`config.mk`:
```
export PLATFORM = sky130hd
export DESIGN_NAME = plus_one
export DESIGN_NICKNAME = d
export VERILOG_FILES = /design/src/rtl/plus_one_pkg.sv /design/src/rtl/plus_one.sv
export SDC_FILE = /design/constraint.sdc
export NUM_CORES = 1
export LEC_CHECK = 0
export CAP_MARGIN = 5
export CORE_UTILIZATION = 41
export CTS_BUF_LIST = sky130_fd_sc_hd__clkbuf_8 sky130_fd_sc_hd__clkbuf_16
export CTS_CLUSTER_DIAMETER = 40
export DETAILED_ROUTE_END_ITERATION = 6
export HOLD_SLACK_MARGIN = 0.15
export PLACE_DENSITY = 0.73
export SLEW_MARGIN = 20
export SYNTH_ARGS = -nofsm -noshare
export SYNTH_HDL_FRONTEND = slang
export SYNTH_SLANG_ARGS = --single-unit
```
`constraint.sdc`:
```
create_clock -name clock -period 1.8 [get_ports clock]
set_clock_uncertainty 0.2 [all_clocks]
set_input_delay 0.18 -clock clock [delete_from_list [all_inputs] [get_ports clock]]
set_output_delay 0.18 -clock clock [all_outputs]
set_load 0.03 [all_outputs]
```
`src/rtl/plus_one_pkg.sv`:
```
// Shared constants for the plus_one incrementer: state encoding (matches the
// decrement-with-underflow block so debug decoders treat both alike) and widths.
package plus_one_pkg;

  localparam int WIDTH_DEFAULT = 4;

  localparam logic [1:0] ST_INIT   = 2'd2;
  localparam logic [1:0] ST_NORMAL = 2'd1;
  localparam logic [1:0] ST_OVER   = 2'd0;

endpackage

```
`src/rtl/plus_one.sv`:
```
// Registered single-stage incrementer with overflow flag, valid/ready on both
// sides and a saturating count of overflow operands.
module plus_one
  import plus_one_pkg::*;
#(
  parameter int WIDTH = WIDTH_DEFAULT,
  parameter bit WRAP  = 1'b1,
  parameter int OVF_W = 8
) (
  input  logic             clock,
  input  logic             reset,
  input  logic             clear,
  input  logic             in_valid,
  input  logic [WIDTH-1:0] in,
  output logic             in_ready,
  output logic [WIDTH-1:0] Res,
  output logic             Cout,
  output logic             out_valid,
  input  logic             out_ready,
  output logic [OVF_W-1:0] ovf_count,
  output logic [1:0]       dbg_state_o
);

  // Handshake: a transfer happens on a rising edge where valid and ready are
  // both 1; valid never depends on ready, ready may depend on out_ready.

  logic [1:0]       state_q, state_d;
  logic [WIDTH-1:0] res_q, res_d;
  logic [OVF_W-1:0] cnt_q, cnt_d;
  logic [WIDTH:0]   sum;
  logic             ovf;
  logic             legal;
  logic             full;
  logic             accept;
  logic             consume;

  assign sum   = {1'b0, in} + {{WIDTH{1'b0}}, 1'b1};
  assign ovf   = sum[WIDTH];
  assign full  = (state_q == ST_NORMAL) || (state_q == ST_OVER);
  assign legal = full || (state_q == ST_INIT);

  assign in_ready = !clear && ((state_q == ST_INIT) || (full && out_ready));
  assign accept   = in_valid && in_ready;
  assign consume  = full && out_ready && !clear;

  always_comb begin
    state_d = state_q;
    res_d   = res_q;
    cnt_d   = cnt_q;
    if (clear) begin
      state_d = ST_INIT;
      cnt_d   = '0;
    end else if (!legal) begin
      state_d = ST_INIT;
      res_d   = '0;
      cnt_d   = '0;
    end else if (accept) begin
      // Accept during consume simply overwrites: no empty bubble.
      state_d = ovf ? ST_OVER : ST_NORMAL;
      res_d   = (ovf && !WRAP) ? {WIDTH{1'b1}} : sum[WIDTH-1:0];
      if (ovf && (cnt_q != {OVF_W{1'b1}})) begin
        cnt_d = cnt_q + 1'b1;
      end
    end else if (consume) begin
      state_d = ST_INIT;
    end
  end

  always_ff @(posedge clock or negedge reset) begin
    if (!reset) begin
      state_q <= ST_INIT;
      res_q   <= '0;
      cnt_q   <= '0;
    end else begin
      state_q <= state_d;
      res_q   <= res_d;
      cnt_q   <= cnt_d;
    end
  end

  assign out_valid   = full;
  assign Cout        = (state_q == ST_OVER);
  assign Res         = legal ? res_q : '0;
  assign ovf_count   = cnt_q;
  assign dbg_state_o = state_q;

endmodule

```
==> results of run 1 <==
==> worst min-delay path, cell delays in order <==
cell and delay [ns]:
dlygate4sd2_1 0.22, buf_4 0.12, o22ai_1 0.08
==> worst min-delay path by stage <==
stage / slack, ns / end / cells after the start
4_1_cts: 0.18 / res_q[0]$_DFFE_PN0P_ / 3
3_5_place_dp: 0.30 / ovf_count[0]$_DFFE_PN0P_ / 1
6_report: 0.18 / res_q[0]$_DFFE_PN0P_ / 3
2_1_floorplan: -0.32 / dbg_state_o[0]$_DFFE_PN0P_ / 0
5_1_grt: 0.21 / res_q[0]$_DFFE_PN0P_ / 3
3_3_place_gp: 0.30 / ovf_count[0]$_DFFE_PN0P_ / 1
==> state kept, by name (all words and copies together) (netlist names) <==
name / flops
ovf_count: 8
dbg_state_o: 2
res_q: 4
==> stage by stage <==
stage | setup TNS (ns) | hold slack (ns) | area [um2] | utilization | power [mW]
CTS | -0.0374 | 0.180 | 1330 | 0.676 | 0.955
floorplan | -0.120 | -0.316 | 861 | - | 0.515
global placement | -1.26 | 0.295 | 1230 | 0.629 | 0.644
detailed placement | -1.73 | 0.300 | 1230 | 0.629 | 0.654
global route | -0.171 | 0.209 | 1350 | 0.688 | 0.987
finish | -0.00950 | 0.181 | 1350 | 0.688 | 0.941
==> metal layers <==
metal | vias up | global-route usage | wire, um
li1 | 426 | - | -
met1 | 412 | 0.266 | 973
met2 | 16 | 0.342 | 1200
met3 | 7 | 0.0604 | 89
met4 | 0 | 0.128 | 44
met5 | - | 0 | 0
==> cells by family after synthesis <==
group	share of synthesized area
compound gates	0.210
xor+xnor	0.0206
fa+ha+maj	0.0294
buf+inv	0.0676
flops	0.413
mux	0.0353
simple gates	0.224
==> cell type report <==
cell class	count	area, um2
tap	27	33.8
inverter	10	37.5
multi-input combinational	65	482
sequential	14	360
clock buffer	4	55.1
fill	180	613
timing repair buffer	45	380
==> power breakdown <==
part	switching [mW]	total (mW)	internal [mW]
Combinational	0.163	0.270	0.107
Clock	0.118	0.312	0.194
Sequential	0.0156	0.359	0.344
Total	0.297	0.941	0.645
==> synth_stat cells (2+ instances only) <==
cell      count
nand2_1       9
o31ai_1       2
o22ai_1       4
and2b_1       2
nand3_1       4
nor2_1        4
o311ai_0      2
mux2i_1       3
dfrtp_1      13
a21oi_1       7
or4_1         3
nor3_1        2
ha_1          2
inv_1        10
o21ai_0       2
==> timing repair <==
action	4_1_cts	5_1_grt
pin swaps	4	9
cloned	0	0
hold endpoints to repair	13	0
buffers inserted	4	0
hold buffers	1	0
gates resized for setup	14	20
setup endpoints to repair	11	17
==> summary.md, run 1 <==
| Metric | Value |
|---|---|
| Setup CP Type | flip-flop to flip-flop |
| # placed instances | 156 |
| Routed wire per std cell | 14.0 um |
| Most frequent cells in the layout | 17 x buf_4, 14 x clkdlybuf4s50_1, 10 x inv_1, 9 x nand2_1, 7 x dfrtp_2 |
| Gr usage total | 0.217 |
| Slowest Stage Delay on Critical Path | 0.57 ns |
| Core Box Area | 1960 um2 |
| Setup-failing EPs final | 1 |
| Worst path depth | 4 |
| Data required time of the worst path | 1.77 ns |
| Synth top area cells | dfrtp_1 38%, inv_1 4.4%, a21oi_1 4.1%, nand2_1 4.0%, mux2i_1 3.5% |
| Worst-margin pin slew | 0.370 ns |
| Top FF cell, synth | dfrtp_1 |
| Initial antenna violation count | 0 |
| EDFF count, synth | 0 |
| Initial core utilization | 0.434 |
| Ant diodes | 0 |
| Final Worst Setup Slack | -0.00950 ns |
| Vias in the first global route | 740 |
| DIE AREA | 2260 um2 |
| Vias per cell | 5.22 |
| Longest Clk Path Bufs | 2 |
| Synthesis-to-layout area growth | 58.5% |
| Synth top area share | 0.382 |
| Critical-path top delay cell | dfstp_2 |
| Root Buffer | clkbuf_8 |
| Chip height | 47.6 um |
| CTS tree | done |
| CTS HTree Levels | 1 |
| Synth warnings | 0 |
| Worst R2R Start | dbg_state_o[1]$_DFFE_PN1P_ |
| Final hold violation count | 0 |
| # IOs | 26 |
| Post-Route WL | 2310 um |
| Startpoint Class | flip-flop |
| Critical Path Fanout Max | 4 |
| NumNets Final | 150 |
| CP Buf/Inv Count | 0 |
| Worst slack, placed | -0.353 ns |
| CP endpoint kind | flip-flop |
| First-pass DRT Iterations | 4 |
| Mapped Area | 851 um2 |
| PwrDens | 698 nW/um2 |
| Total leakage power | 0.590 nW |
| Die width | 47.6 um |
| Reg-to-reg endpoint | ovf_count[5]$_DFFE_PN0P_ |
| Final max-slew violation count | 0 |
| Via count | 861 |
| Avg Cell Area, Syn | 9.25 um2 |
| Cells on worst reg2reg path | 4 |
| Critical Path Sink | ovf_count[5]$_DFFE_PN0P_ |
| Hold crit path type | input pin to flip-flop |
| Most common cell after layout, fill and taps aside | buf_4 |
| Period utilization | 1.01 |
| Number of buffers created by CTS | 3 |
| Crit path max-delay family | simple AND/OR/NAND/NOR gates |
| GP Congestion | 0.828 |
| Post-DRT Antenna Nets | 0 |
| CP Cell Sequence | nor2b_4 -> o211ai_4 -> or4_4 -> a21oi_2 |
| Yosys top cell by area | dfrtp_1 |
| Count of cell types in the netlist | 38 |
| Syn nets | 103 |
| Clock slew at reported path FFs | 0.06 ns |
| Sequential share of the synthesized area | 0.413 |
| PortBufs | 25 |
| Min-delay src | in[0] |
| Worst IR drop on VDD | 0.479 mV |
| Arrival @ worst endpoint | 1.78 ns |
| Largest net degree at the start of global routing | 15 |
| HPWL Detailed | 1710 um |
| RSZ-0062 raised after global routing | true |
| Failing checks | negative setup slack |
| Status | finished with violations |
| FF-to-FF setup slack | -0.01 ns |
| Highest clock rate | 553 MHz |
| Asr flop ratio synth | 1.00 |
| Critical path origin | dbg_state_o[1]$_DFFE_PN1P_ |
| Gr ovfl total | 0 |
| Layout cells sized above 1 | 0.370 |
| TritonCTS Sinks | 14 |
| Max cap viols | 0 |
| Clk_lat worst skew | 0.25 ns |
| DRC viols | 0 |
| Non-filler cells, final | 165 |
| First-pass GRT wire length | 3250 um |
| Min Tclk post-route | 1.81 ns |
| FF+latch count, synth | 14 |
| Slew headroom | 0.750 |
| Iter 0 DRT Violations | 13 |
| Placement Rows | 16 |
| Cell count after synthesis | 92 |
No activity file was read; power rests on OpenSTA's default activity.
==> run 2: changes to the inputs <==
- SLEW_MARGIN: 20 -> unset
==> results of run 2 <==
No change in the layout: final DEF, timing and power equal those of run 1.
